[src/rtl/wb_port_arbiter_if.sv]
// wb_port_arbiter_if
// Bundles the register-file write-port arbitration signals shared by the
// MEM/WB stage, the long-latency execution unit and the register file.
//   pipe_PD/pipe_RD/pipe_LE : writeback data/dest/enable from MEM/WB
//   ll_valid/ll_data/ll_rd  : long-latency result offer
//   ll_ready                : arbiter can accept a long-latency result
//   rf_PD/rf_RD/rf_LE       : register-file write port
//   stall_req               : request to the hazard unit for writeback bubbles
//   buf_count               : number of buffered long-latency results
// Modport slave is the arbiter; modport master is the surrounding pipeline.
interface wb_port_arbiter_if;
    logic [31:0] pipe_PD;
    logic [4:0]  pipe_RD;
    logic        pipe_LE;
    logic        ll_valid;
    logic [31:0] ll_data;
    logic [4:0]  ll_rd;
    logic        ll_ready;
    logic [31:0] rf_PD;
    logic [4:0]  rf_RD;
    logic        rf_LE;
    logic        stall_req;
    logic [1:0]  buf_count;

    modport slave (
        input  pipe_PD, pipe_RD, pipe_LE, ll_valid, ll_data, ll_rd,
        output ll_ready, rf_PD, rf_RD, rf_LE, stall_req, buf_count
    );

    modport master (
        output pipe_PD, pipe_RD, pipe_LE, ll_valid, ll_data, ll_rd,
        input  ll_ready, rf_PD, rf_RD, rf_LE, stall_req, buf_count
    );
endinterface

[src/rtl/wb_port_arbiter.sv]
// wb_port_arbiter
// Shares the single register-file write port between the in-order writeback
// stage and an out-of-band long-latency unit. The pipeline always wins; LL
// results wait in a 2-entry compacted buffer (slot 0 = oldest) and drain into
// pipeline bubbles. Pipeline writes cancel stale buffered results to the same
// register, a newer LL result replaces an older buffered one to the same
// register, and a saturating starvation counter raises stall_req when the
// buffer has been blocked for STARVE_LIMIT consecutive cycles.
// Ports:
//   clk    : clock, all state on posedge
//   Reset  : synchronous, active-high reset
//   bus    : wb_port_arbiter_if.slave (pipe_*, ll_*, rf_*, stall_req, buf_count)
module wb_port_arbiter #(
    parameter int STARVE_LIMIT = 4
) (
    input  logic              clk,
    input  logic              Reset,
    wb_port_arbiter_if.slave  bus
);

    localparam logic [3:0] LIMIT = 4'(STARVE_LIMIT);

    logic        v0, v1;
    logic [4:0]  rd0, rd1;
    logic [31:0] d0, d1;
    logic [3:0]  starve_cnt;
    logic        stall_q;

    logic        v0_n, v1_n;
    logic [4:0]  rd0_n, rd1_n;
    logic [31:0] d0_n, d1_n;
    logic [3:0]  starve_cnt_n;

    logic pop, blocked, kill_en, enq_acc, enq_wr, keep0, keep1;

    always_comb begin
        pop     = ~bus.pipe_LE & v0;
        blocked =  bus.pipe_LE & v0;
        kill_en =  bus.pipe_LE & (bus.pipe_RD != 5'd0);
        // ready comes from registered state only (compacted: full == v1)
        enq_acc = bus.ll_valid & ~(v0 & v1);
        // GR0 results complete the handshake but are never buffered
        enq_wr  = enq_acc & (bus.ll_rd != 5'd0);

        // An entry survives unless popped, killed by a younger pipeline
        // write, or superseded by the newly accepted LL result.
        keep0 = v0 & ~pop
                   & ~(kill_en & (rd0 == bus.pipe_RD))
                   & ~(enq_wr  & (rd0 == bus.ll_rd));
        keep1 = v1 & ~(kill_en & (rd1 == bus.pipe_RD))
                   & ~(enq_wr  & (rd1 == bus.ll_rd));

        v0_n  = 1'b0;
        rd0_n = 5'd0;
        d0_n  = 32'd0;
        v1_n  = 1'b0;
        rd1_n = 5'd0;
        d1_n  = 32'd0;

        // Recompact survivors in age order, then append the new entry.
        // keep0 & keep1 implies the buffer was full, so enq_wr is 0 there.
        if (keep0) begin
            v0_n  = 1'b1;
            rd0_n = rd0;
            d0_n  = d0;
            if (keep1) begin
                v1_n  = 1'b1;
                rd1_n = rd1;
                d1_n  = d1;
            end else if (enq_wr) begin
                v1_n  = 1'b1;
                rd1_n = bus.ll_rd;
                d1_n  = bus.ll_data;
            end
        end else if (keep1) begin
            v0_n  = 1'b1;
            rd0_n = rd1;
            d0_n  = d1;
            if (enq_wr) begin
                v1_n  = 1'b1;
                rd1_n = bus.ll_rd;
                d1_n  = bus.ll_data;
            end
        end else if (enq_wr) begin
            v0_n  = 1'b1;
            rd0_n = bus.ll_rd;
            d0_n  = bus.ll_data;
        end

        if (pop || !v0_n) begin
            starve_cnt_n = 4'd0;
        end else if (blocked) begin
            starve_cnt_n = (starve_cnt >= LIMIT) ? LIMIT : starve_cnt + 4'd1;
        end else begin
            starve_cnt_n = starve_cnt;
        end
    end

    always_ff @(posedge clk) begin
        if (Reset) begin
            v0         <= 1'b0;
            v1         <= 1'b0;
            rd0        <= 5'd0;
            rd1        <= 5'd0;
            d0         <= 32'd0;
            d1         <= 32'd0;
            starve_cnt <= 4'd0;
            stall_q    <= 1'b0;
        end else begin
            v0         <= v0_n;
            v1         <= v1_n;
            rd0        <= rd0_n;
            rd1        <= rd1_n;
            d0         <= d0_n;
            d1         <= d1_n;
            starve_cnt <= starve_cnt_n;
            stall_q    <= (starve_cnt_n == LIMIT);
        end
    end

    always_comb begin
        if (bus.pipe_LE) begin
            bus.rf_LE = 1'b1;
            bus.rf_RD = bus.pipe_RD;
            bus.rf_PD = bus.pipe_PD;
        end else if (v0) begin
            bus.rf_LE = 1'b1;
            bus.rf_RD = rd0;
            bus.rf_PD = d0;
        end else begin
            bus.rf_LE = 1'b0;
            bus.rf_RD = 5'd0;
            bus.rf_PD = 32'd0;
        end
    end

    assign bus.ll_ready  = ~(v0 & v1);
    assign bus.stall_req = stall_q;
    assign bus.buf_count = {1'b0, v0} + {1'b0, v1};

endmodule
[src/flat_wrapper.sv]
// flat-port wrapper written by rule: the top's interface ports become plain ports
module wb_port_arbiter_flat 
#(
    parameter int STARVE_LIMIT = 4
)
  (clk, Reset, bus_pipe_PD, bus_pipe_RD, bus_pipe_LE, bus_ll_valid, bus_ll_data, bus_ll_rd, bus_ll_ready, bus_rf_PD, bus_rf_RD, bus_rf_LE, bus_stall_req, bus_buf_count);
  wb_port_arbiter_if bus_i ();
  input  logic clk;
  input  logic Reset;
  input wire logic [$bits(bus_i.pipe_PD)-1:0] bus_pipe_PD;
  input wire logic [$bits(bus_i.pipe_RD)-1:0] bus_pipe_RD;
  input wire logic [$bits(bus_i.pipe_LE)-1:0] bus_pipe_LE;
  input wire logic [$bits(bus_i.ll_valid)-1:0] bus_ll_valid;
  input wire logic [$bits(bus_i.ll_data)-1:0] bus_ll_data;
  input wire logic [$bits(bus_i.ll_rd)-1:0] bus_ll_rd;
  output wire logic [$bits(bus_i.ll_ready)-1:0] bus_ll_ready;
  output wire logic [$bits(bus_i.rf_PD)-1:0] bus_rf_PD;
  output wire logic [$bits(bus_i.rf_RD)-1:0] bus_rf_RD;
  output wire logic [$bits(bus_i.rf_LE)-1:0] bus_rf_LE;
  output wire logic [$bits(bus_i.stall_req)-1:0] bus_stall_req;
  output wire logic [$bits(bus_i.buf_count)-1:0] bus_buf_count;
  assign bus_i.pipe_PD = bus_pipe_PD;
  assign bus_i.pipe_RD = bus_pipe_RD;
  assign bus_i.pipe_LE = bus_pipe_LE;
  assign bus_i.ll_valid = bus_ll_valid;
  assign bus_i.ll_data = bus_ll_data;
  assign bus_i.ll_rd = bus_ll_rd;
  assign bus_ll_ready = bus_i.ll_ready;
  assign bus_rf_PD = bus_i.rf_PD;
  assign bus_rf_RD = bus_i.rf_RD;
  assign bus_rf_LE = bus_i.rf_LE;
  assign bus_stall_req = bus_i.stall_req;
  assign bus_buf_count = bus_i.buf_count;
  wb_port_arbiter #(.STARVE_LIMIT(STARVE_LIMIT)) u_core (.clk(clk), .Reset(Reset), .bus(bus_i));
endmodule
[config.mk]
export PLATFORM = sky130hd
export DESIGN_NAME = wb_port_arbiter_flat
export DESIGN_NICKNAME = d
export VERILOG_FILES = /design/src/rtl/wb_port_arbiter_if.sv /design/src/rtl/wb_port_arbiter.sv /design/src/flat_wrapper.sv
export SDC_FILE = /design/constraint.sdc
export NUM_CORES = 1
export LEC_CHECK = 0
export CORE_ASPECT_RATIO = 0.9
export CORE_MARGIN = 2
export CORE_UTILIZATION = 50
export CTS_BUF_LIST = sky130_fd_sc_hd__clkbuf_4 sky130_fd_sc_hd__clkbuf_8 sky130_fd_sc_hd__clkbuf_16
export CTS_CLUSTER_DIAMETER = 60
export DETAILED_ROUTE_END_ITERATION = 8
export GPL_TIMING_DRIVEN = 0
export PLACE_DENSITY = 0.89
export SYNTH_ARGS = -nofsm -noshare
export SYNTH_HDL_FRONTEND = slang
export SYNTH_SLANG_ARGS = --single-unit
[constraint.sdc]
create_clock -name clk -period 6.11 [get_ports clk]
set_input_delay 0.9165 -clock clk [delete_from_list [all_inputs] [get_ports clk]]
set_output_delay 0.9165 -clock clk [all_outputs]
set_load 0.03 [all_outputs]
# Word level (Yosys, flattened, before mapping)
# Cells that the tools add are included.
[word_totals] reg_bits=81 in_bits=78 word_cells=64
[classes] add_sub_neg=2 order_cmp=1 n_eq_ne=5 muxes=22 bitwise=22 reduce_logical=4
[ops] cell="two-way mux 32 bit" count=6
[ops] cell="two-way mux 5 bit" count=6
[ops] cell="== test 5 bit" count=4
[ops] cell="bitwise AND 1 bit" count=15
[ops] cell="two-way mux 4 bit" count=3
[ops] cell="nonzero test 5 bit" count=2
[ops] cell="two-way mux 1 bit" count=7
[ops] cell="NOT 1 bit" count=7
[ops] cell="adder 4 x 1 -> 4 bit (second input constant)" count=1
[ops] cell="== test 4 x 3 -> 1 bit (second input constant)" count=1
[ops] cell="greater-or-equal comparator 4 x 3 -> 1 bit (second input constant)" count=1
[ops] cell="adder 1 x 1 -> 2 bit" count=1
[ops] cell="logical NOT 1 bit" count=1
[ops] cell="logical OR 1 bit" count=1

# Depth between registers and ports, before layout
# Gate-level depths: netlist (run 1).
[depth] depth_word=13 ltp_mapped=11 depth_no_buf=7

# Least setup slack after synthesis (run 1)
# OpenSTA, ideal clock, no wires.
[synth_timing] kind="input -> output" from="input port bus_pipe_LE" to="output port bus_rf_RD[1]" arrival_time_ns=1.994 required_time_ns=5.194 setup_slack_ns=3.200 path_stages=3 n_path_buf=2 cell_sequence="clkbuf_1 > clkbuf_1 > o21ai_0"
[synth_between] elab_chain_len=1
[synth_rtl] item="start, declared" line_no="flat_wrapper.sv:12" text="input wire logic [$bits(bus_i.pipe_LE)-1:0] bus_pipe_LE;"
[synth_rtl] item="two-way mux 5 bit" line_no="wb_port_arbiter.sv:122" text="if (bus.pipe_LE) begin"
[synth_rtl] item="end, declared" line_no="flat_wrapper.sv:18" text="output wire logic [$bits(bus_i.rf_RD)-1:0] bus_rf_RD;"
# No other way between the ends.

# Worst setup path after layout (run 1)
[layout_timing] from="input port bus_pipe_LE" to="output port bus_rf_PD[11]"
[layout_between] elab_chain_len=1
[layout_rtl] item="two-way mux 32 bit" line_no="wb_port_arbiter.sv:122"
[layout_rtl] item="end, declared" line_no="flat_wrapper.sv:17" text="output wire logic [$bits(bus_i.rf_PD)-1:0] bus_rf_PD;"
# No other way between the ends.

==> metrics.yaml, run 1 <==
status: "finished, final reports clean"
wl_per_cell_um: 17.39
fin_skew_ns: 0.007702
ant_nets: 0
pre_cts_ws_ns: 1.790
syn_area_per_cell_um2: 7.568
netlist_area_um2: 4389
p_leak_nw: 2.059
synth-xor-area-share_pct: 4.618
clock_tree.buffer_depth: 2
rsz0062_at_grt: "no"
finalWorstSetupSlack_ns: 1.758
dp_hpwl_um: 10400
dieWidth_um: 102.8
hold-path-endpoint: "u_core.d0[6]"
cts_tree: "done"
vias_per_cell: 5.940
area_growth_pct: 36.49
htreeDepth: 3
grt_pass1_wl_um: 23380
cap_violations: 0
critical_path_arrival_ns: 3.44
fin_tns_setup_ns: 0
cp.required_ns: 5.19
finalMaxSlewViolations: 0
drive_gt1_share_pct: 5.874
cts_repair_resize_count: 0
drc: 0
finalHoldViolCount: 0
synth_compound_gate_area_share_pct: 22.09
final_core_util_pct: 69.92
synth_seq_cells: 81
slew_headroom_pct: 58.71
cts_made_buffers: 9
synth.distinct_cells: 39
use_met3_pct: 5.811
min_period_ns: 4.352
clock_latency_ns: 0.36
grtUsageMet2_pct: 51.53
muxShareOfSynthArea_pct: 0
cts_setup_buffers: 0
path_class: "input pin to output port"
die-area_um2: 9545
worst_ir_drop_vdd_mv: 0.1099
rows: 32
final_nets: 790
min_path_cells: 2
dp_cells: 818
use_met1_pct: 39.91
overflow: 0
cp_max_fo: 10
r2r-end: "u_core.d0[27]"
yosysSeqAreaShare_pct: 36.94
instances_no_fill: 834
clkSinkCount: 81
reg2reg_slack_ns: 3.13
antenna_found_initial: 0
finalPower_mw: 1.371
netlist_instances: 580
initial_utilization_pct: 51.23
num-fill-cells: 691
max_freq_ghz: 0.2298
die_h_um: 92.89
hold_start: "u_core.d1[6]"
track_usage_pct: 30.82
worstMarginPinSlew_ns: 0.6193
hold_buffers: 0
synthSimpleGateAreaFrac_pct: 28.19
ios: 120
hold_class: "register to register"
ys_warn_count: 0
cts_root_buf: "clkbuf_8"
grt_pass1_vias: 4803
synth_top_family_by_area: "simple AND/OR/NAND/NOR gates"
grt.busiest_layer: "met2"
clkTransAtPathRegs_ns: 0.08
p_per_area_nw_per_um2: 228.8
critPathLaunchType: "input pin"
drtIter0Drc: 494
fin_crit_sh_pct: 71.22
diodes: 0
via_count: 4954
drt_first_pass_iters: 5
wl_um: 14510
portBuffers: 119
setup_viol: 0
synthAdderAreaFrac_pct: 0.5701
syn-num-nets: 660
core_area_um2: 8568
rr_worst_depth: 11
endpoint_kind: "output port"
r2r_start: "u_core.v1"
place.gp.congestion: 0.9487
grt_max_degree: 14
synth_stat cells (all sizes together):
cell,n,area [um^2]
a21o,1,7.510
a21oi,6,30.03
a221oi,1,8.760
a2bb2oi,1,8.760
a311oi,37,324.1
a31o,1,8.760
buf,22,163.9
clkbuf,36,135.1
dfxtp,81,1622
ha,2,25.02
inv,9,33.78
nand2,150,563.0
nand2b,35,219.0
nand3,40,200.2
nand3b,3,22.52
nand4,2,12.51
nand4b,1,8.760
nor2,42,160.2
nor2b,1,6.260
nor3,2,10.01
nor3b,1,7.510
nor4,1,6.260
o21a,1,7.510
o21ai,40,200.2
o22ai,1,6.260
o311ai,1,8.760
o32ai,37,331.6
o41ai,1,27.53
or2,1,6.260
or4,2,15.01
xnor2,16,158.9
xor2,5,43.79
final cells by class:
cell class	count	area [um^2]	area share (%)
Tap cell	119	148.9	2.485
Multi-Input combinational cell	432	2435	40.64
Clock inverter	6	130.1	2.172
Sequential cell	81	1622	27.07
Timing Repair Buffer	119	1191	19.88
Inverter	9	33.78	0.5639
Clock buffer	10	131.4	2.193
Buffer	58	299.0	4.992
cells by family (layout without fill, tap and decap cells):
family,count (synthesis),count (layout)
AO/OA/AOI/OAI,128,128
XOR/XNOR,21,21
adder cells (fa/ha/maj),2,2
buffers and inverters,67,202
flip-flops,81,81
AND/OR/NAND/NOR,281,281
power by group:
group | leakage (nW) | total, mW | switching, mW | internal (mW)
Sequential | 0.661 | 0.567 | 0.0166 | 0.550
Clock | 0.134 | 0.512 | 0.196 | 0.316
Combinational | 1.26 | 0.291 | 0.163 | 0.128
Total | 2.06 | 1.37 | 0.376 | 0.995
flip-flops by register name (all words and copies together), names as in the netlist:
register and flops:
u_core.d1 32, u_core.bus.stall_req 1, u_core.rd1 5, u_core.starve_cnt 4, u_core.v0 1, u_core.v1 1
u_core.d0 32, u_core.rd0 5
through the flow:
stage	hold slack, ns	area, um^2
6_report	0.4805	5991
3_5_place_dp	0.4730	5729
4_1_cts	0.4834	5991
5_1_grt	0.4995	5991
3_3_place_gp	0.4601	5729
2_1_floorplan	0.4432	4389
routing by layer:
metal / wire (um) / up-vias / part of all wire [%]
met1: 5874 / 2301 / 40
li1: - / 2301 / -
met4: 280 / 0 / 1.9
met2: 6988 / 320 / 48
met3: 1361 / 32 / 9.4
met5: 0 / - / 0
worst max path at each step:
stage          slack, ns  cells after the start   startpoint             to
4_1_cts             1.79                      6  bus_pipe_LE   bus_rf_PD[2]
3_3_place_gp        1.79                      6  bus_pipe_LE   bus_rf_PD[2]
3_5_place_dp        1.79                      6  bus_pipe_LE   bus_rf_PD[2]
5_1_grt             1.59                      6  bus_pipe_LE  bus_rf_PD[13]
2_1_floorplan       3.20                      3  bus_pipe_LE   bus_rf_RD[1]
6_report            1.76                      6  bus_pipe_LE  bus_rf_PD[11]
critical path, stage by stage:
cell and delay (ns):
clkdlybuf4s50_1 0.65, clkbuf_1 0.49, clkbuf_1 0.46, nand2_1 0.11, o21ai_0 0.10, clkdlybuf4s50_1 0.70
layout by cell type, fill, tap and decap left out, types with 11 or more instances in the layout:
cell               n
a311oi_1          37
buf_2             11
o32ai_1           36
nand2_1          150
nand2b_1          35
nand3_1           40
clkbuf_1          36
xnor2_1           15
o21ai_0           39
dfxtp_1           81
clkdlybuf4s50_1  119
nor2_1            41
(Power assumes the default switching activity.)
==> run 2, diff against run 1 <==
- CORE_UTILIZATION: 50 -> 44
- PLACE_DENSITY: 0.89 -> 0.83
- clock period: 6.11 -> 3.6 ns (I/O delays scaled with it)
==> metrics.yaml, run 2 (synthesis results as in run 1) <==
dp_hpwl_um: 10330  # -0.60%
finalPower_mw: 2.177  # +59%
p_int_mw: 1.545  # +55%
hold_buffers: 0  # unchanged
rsz0062_at_grt: "no"
hold_class: "register to register"
worst_ir_drop_vdd_mv: 0.1961  # +78%
worstPathCellList: "clkdlybuf4s50_1 > clkbuf_2 > clkbuf_1 > nand2_1 > o21ai_0 > clkdlybuf4s50_1"
cp.required_ns: 3.06  # -2.13 ns
routed.top_layer: "met4"
clkSinkCount: 81  # unchanged
p_leak_nw: 2.044  # -0.69%
p_sw_mw: 0.6324  # +68%
pre_cts_ws_ns: -0.09161  # -1.882 ns
crit_family: "buffers and inverters"
cp_max_fo: 10  # unchanged
crit_path_max_incr_delay_ns: 0.71  # about the same
finalWorstSetupSlack_ns: 0.1793  # -1.579 ns
vias_per_cell: 5.704  # -4.0%
fin_tns_setup_ns: 0  # unchanged
critPathLaunchType: "input pin"
path_class: "input pin to output port"
setup_viol: 0  # unchanged
critical_path_arrival_ns: 2.88  # -0.56 ns
ant_nets: 0  # unchanged
grt_max_degree: 13  # -1
critPathBufInv: 4  # unchanged
core_area_um2: 9699  # +13%
final_core_util_pct: 61.40  # -8.5 points
antenna_found_initial: 0  # unchanged
p_per_area_nw_per_um2: 365.5  # +60%
final_common_cell: "nand2_1"
critPathMostFrequentCell: "clkdlybuf4s50_1"
met2_length_um: 6718  # -3.9%
grt_pass1_vias: 4840  # +0.77%
cts_setup_buffers: 0  # unchanged
die_h_um: 98.75  # +6.3%
clock_power_share_pct: 33.3  # -4.1 points
diodes: 0  # unchanged
finalMaxSlewViolations: 0  # unchanged
cts_root_buf: "clkbuf_8"
drtIter0Drc: 316  # -36%
final_nets: 790  # unchanged
via_count: 4797  # -3.2%
cap_violations: 0  # unchanged
htreeDepth: 3  # unchanged
seq_power_share_pct: 44.2  # +2.8 points
fin_crit_sh_pct: 95.02
wl_met1_um: 6075  # +3.4%
min_period_ns: 3.421
multiInputGateArea_um2: 2435  # unchanged
slew_headroom_pct: 55.52  # -3.2 points
cts_tree: "done"
clock_tree.buffer_depth: 2  # unchanged
status: "finished, final reports clean"
grt_pass1_wl_um: 22920  # -2.0%
drt_first_pass_iters: 7  # +2
wl_um: 14260  # -1.7%
met3_length_um: 1213  # -11%
largestRegisters: "u_core.d0 x32, u_core.d1 x32"
initial_utilization_pct: 45.25  # -6.0 points
drc: 0  # unchanged
endpoint_kind: "output port"
clkTransAtPathRegs_ns: 0.08  # about the same
crit_path_top_delay_cell: "clkdlybuf4s50_1"
area_growth_pct: 35.69
max_freq_ghz: 0.2923
track_usage_pct: 26.78  # -4.0 points
clock_latency_ns: 0.36  # about the same
drive_gt1_share_pct: 6.154  # +0.28 points
mostFrequentLayoutCells: "nand2_1, clkdlybuf4s50_1, dfxtp_1, nor2_1, nand3_1"
swShare_pct: 29.05  # +1.6 points
regArea_um2: 1622  # unchanged
portBuffers: 119  # unchanged
holdWs_ns: 0.4809  # +0.0003370 ns
worstMarginPinSlew_ns: 0.6672  # +0.04789 ns
ios: 120  # unchanged
finalHoldViolCount: 0  # unchanged
fin_skew_ns: 0.01202  # +0.004318 ns
overflow: 0  # unchanged
rows: 34  # +6.3%
dieWidth_um: 109.3  # +6.3%
num-fill-cells: 869  # +26%
p_comb_share_pct: 22.6  # +1.3 points
cts_made_buffers: 9  # unchanged
wl_per_cell_um: 16.95  # -2.5%
die-area_um2: 10790  # +13%
place.gp.congestion: 0.8880  # -6.4%
## run 2: cell count changes in the layout (fill, tap and decap cells not counted), sizes merged
cell / before / now
clkinv: 2 / 1
bufinv: 4 / 1
clkbuf: 46 / 50
## run 2: timing repair
item,in CTS,in global routing
gates cloned,0,0
gates resized for setup,1,2
endpoints found under the setup margin,34,1
## run 2: through the flow
step                cells  instance area (um^2)
global placement      825                  5738
floorplan             580                  4389
CTS                   841                  5954
finish                841                  5956
detailed placement    825                  5738
global route          841                  5956
## run 2: final cells by class
type / instances / share of cell area, %
inverters: 9 / 0.5672
repair buffers: 119 / 20.00
well taps: 126 / 2.647
multi-input cells: 432 / 40.88
clock buffers: 14 / 3.025
flip-flops and latches: 81 / 27.23
plain buffers: 58 / 5.063
clock inverters: 2 / 0.5882
## run 2: power groups by stage
| stage | Sequential [mW] | Combinational [mW] | Clock [mW] |
|---|---|---|---|
| floorplan | 0.973 | 0.268 | 0 |
| global placement | 0.980 | 0.475 | 0 |
| detailed placement | 0.981 | 0.486 | 0 |
| CTS | 0.960 | 0.489 | 0.724 |
| global route | 0.966 | 0.528 | 0.754 |
| finish | 0.961 | 0.491 | 0.724 |
## run 2: worst reg2reg max path: stages (launching register included)
cell and delay (ns):
dfxtp_1 0.36, ha_1 0.24, nor2b_1 0.12, buf_2 0.23
o21ai_1 0.17, nor4_1 0.40, or2_1 0.18, buf_6 0.13
buf_6 0.15, clkbuf_1 0.37, nor2_1 0.10, a311oi_1 0.27
## run 2: path summary, 6_finish.rpt
path                 start            end  slack (ns)  depth (start not counted)
max            bus_pipe_LE   bus_rf_RD[3]        0.18                          6
min          u_core.d1[14]  u_core.d0[14]        0.48                          2
max reg2reg      u_core.v1  u_core.d0[30]        0.78                         11
min reg2reg  u_core.d1[14]  u_core.d0[14]        0.48                          2
## run 2: per-layer routing
metal | up-vias | track usage (%)
li1 | 2305 | -
met1 | 2231 | 34.10
met2 | 235 | 44.43
met3 | 26 | 5.225
met4 | 0 | 10.61
met5 | - | 0
==> run 3, diff against run 2 <==
- CAP_MARGIN: default -> 10
- GPL_TIMING_DRIVEN: 0 -> default
==> metrics.yaml, run 3 (synthesis results as in run 1) <==
portBuffers: 119  # unchanged
cp_max_fo: 27  # +17
worstPathCellList: "clkdlybuf4s50_1 > or4_1 > nor2_2 > o311ai_1 > or2_2 > xnor2_4 > buf_12 > o32ai_1"
fin_tns_setup_ns: 0  # unchanged
mostFrequentLayoutCells: "nand2_1, clkdlybuf4s50_1, dfxtp_1, nor2_1, nand3_1"
cp.required_ns: 3.80  # +0.74 ns
wl_per_cell_um: 15.30  # -9.7%
p_per_area_nw_per_um2: 368.8  # +0.90%
hold_buffers: 0  # unchanged
grt_pass1_wl_um: 19820  # -14%
met3_length_um: 714  # -41%
htreeDepth: 3  # unchanged
final_nets: 749  # -5.2%
final_common_cell: "nand2_1"
setup_viol: 0  # unchanged
p_sw_mw: 0.6004  # -5.1%
dp_hpwl_um: 8709  # -16%
worst_ir_drop_vdd_mv: 0.1888  # -3.7%
clkSinkCount: 81  # unchanged
drtIter0Drc: 231  # -27%
drc: 0  # unchanged
p_int_mw: 1.539  # -0.39%
rows: 34  # unchanged
swShare_pct: 28.07  # -0.98 points
die-area_um2: 10790  # unchanged
diodes: 0  # unchanged
grt_pass1_vias: 4399  # -9.1%
dp_cells: 784  # -5.0%
worstMarginPinSlew_ns: 0.8569  # +0.1897 ns
slew_headroom_pct: 42.87  # -13 points
overflow: 0  # unchanged
num-fill-cells: 873  # +0.46%
finalHoldViolCount: 0  # unchanged
cts_made_buffers: 9  # unchanged
endpoint_kind: "register"
clock_latency_ns: 0.35  # about the same
wl_met1_um: 5273  # -13%
multiInputGateArea_um2: 2450  # +0.62%
core_area_um2: 9699  # unchanged
path_class: "input pin to register"
final_core_util_pct: 59.79  # -1.6 points
via_count: 4528  # -5.6%
p_comb_share_pct: 21.5  # -1.1 points
clock_power_share_pct: 33.5  # +0.2 points
min_period_ns: 3.063  # -0.3580 ns
cts_tree: "done"
placed_area_um2: 5585  # -2.7%
status: "finished, final reports clean"
cts_root_buf: "clkbuf_8"
drive_gt1_share_pct: 6.677  # +0.52 points
antenna_found_initial: 0  # unchanged
max_freq_ghz: 0.3265  # +12%
finalMaxSlewViolations: 0  # unchanged
regArea_um2: 1623  # about the same
critical_path_arrival_ns: 3.26  # +0.38 ns
cap_violations: 0  # unchanged
p_leak_nw: 1.984  # -3.0%
rsz0062_at_grt: "no"
routed.top_layer: "met4"
cts_repair_resize_count: 0  # -1
dieWidth_um: 109.3  # unchanged
largestRegisters: "u_core.d0 x32, u_core.d1 x32"
critPathLaunchType: "input pin"
clock_tree.buffer_depth: 2  # unchanged
met2_length_um: 5916  # -12%
initial_utilization_pct: 45.25  # unchanged
ant_nets: 0  # unchanged
crit_path_top_delay_cell: "or4_1"
fin_skew_ns: 0.01089  # -0.001130 ns
finalInstanceArea_um2: 5799  # -2.6%
instances_no_fill: 800  # -4.9%
place.gp.congestion: 0.8833  # -0.53%
vias_per_cell: 5.660  # -0.77%
area_growth_pct: 32.13
crit_path_max_incr_delay_ns: 0.61  # -0.10 ns
drt_first_pass_iters: 4  # -3
hold_class: "register to register"
fin_crit_sh_pct: 85.08  # -9.9 points
seq_power_share_pct: 44.9  # +0.7 points
clkTransAtPathRegs_ns: 0.09  # about the same
ios: 120  # unchanged
track_usage_pct: 22.70  # -4.1 points
grt_max_degree: 61  # +48
die_h_um: 98.75  # unchanged
cts_setup_buffers: 0  # unchanged
wl_um: 12240  # -14%
run 3: stage by stage:
| stage | total power, mW | hold slack (ns) | setup slack (ns) |
|---|---|---|---|
| after floorplan | 1.242 | 0.4432 | 1.202 |
| after global placement | 1.428 | 0.4634 | 0.3706 |
| after detailed placement | 1.439 | 0.4738 | 0.2378 |
| after CTS | 2.147 | 0.4856 | 0.6088 |
| after global routing | 2.233 | 0.5123 | 0.4819 |
| final | 2.139 | 0.4825 | 0.5373 |
run 3: cell type report:
cell class / count / share of cell area (%)
clock buffers: 10 / 2.265
repair buffers: 136 / 22.78
clock inverters: 6 / 1.424
multi-input cells: 432 / 42.24
well taps: 126 / 2.718
flip-flops and latches: 81 / 27.98
inverters: 9 / 0.5825
run 3: layer usage:
layer  GRT usage, %  vias up
met4          10.52        0
met5              0        -
met2          38.65      169
li1               -     2213
met3          3.968       36
met1          27.73     2110
run 3: final timing paths:
| check | startpoint | to | slack [ns] | depth (start not counted) |
|---|---|---|---|---|
| worst max-delay path | bus_pipe_RD[1] | u_core.d1[8] | 0.54 | 8 |
| worst min-delay path | u_core.d1[26] | u_core.d0[26] | 0.48 | 2 |
| worst max register to register | u_core.v1 | u_core.v1 | 0.85 | 8 |
| worst min register to register | u_core.d1[26] | u_core.d0[26] | 0.48 | 2 |
run 3: critical path: cells and delay by family:
family	cells	cell delay (ns)
AO/OA/AOI/OAI	2	0.27
XOR/XNOR	1	0.41
AND/OR/NAND/NOR	3	1.30
buffers and inverters	2	0.73
run 3: power groups by stage:
stage | sequential (mW) | combinational, mW | clock, mW
6_report | 0.961 | 0.460 | 0.718
5_1_grt | 0.966 | 0.500 | 0.766
4_1_cts | 0.960 | 0.460 | 0.727
3_5_place_dp | 0.981 | 0.458 | 0
3_3_place_gp | 0.980 | 0.448 | 0
2_1_floorplan | 0.973 | 0.268 | 0
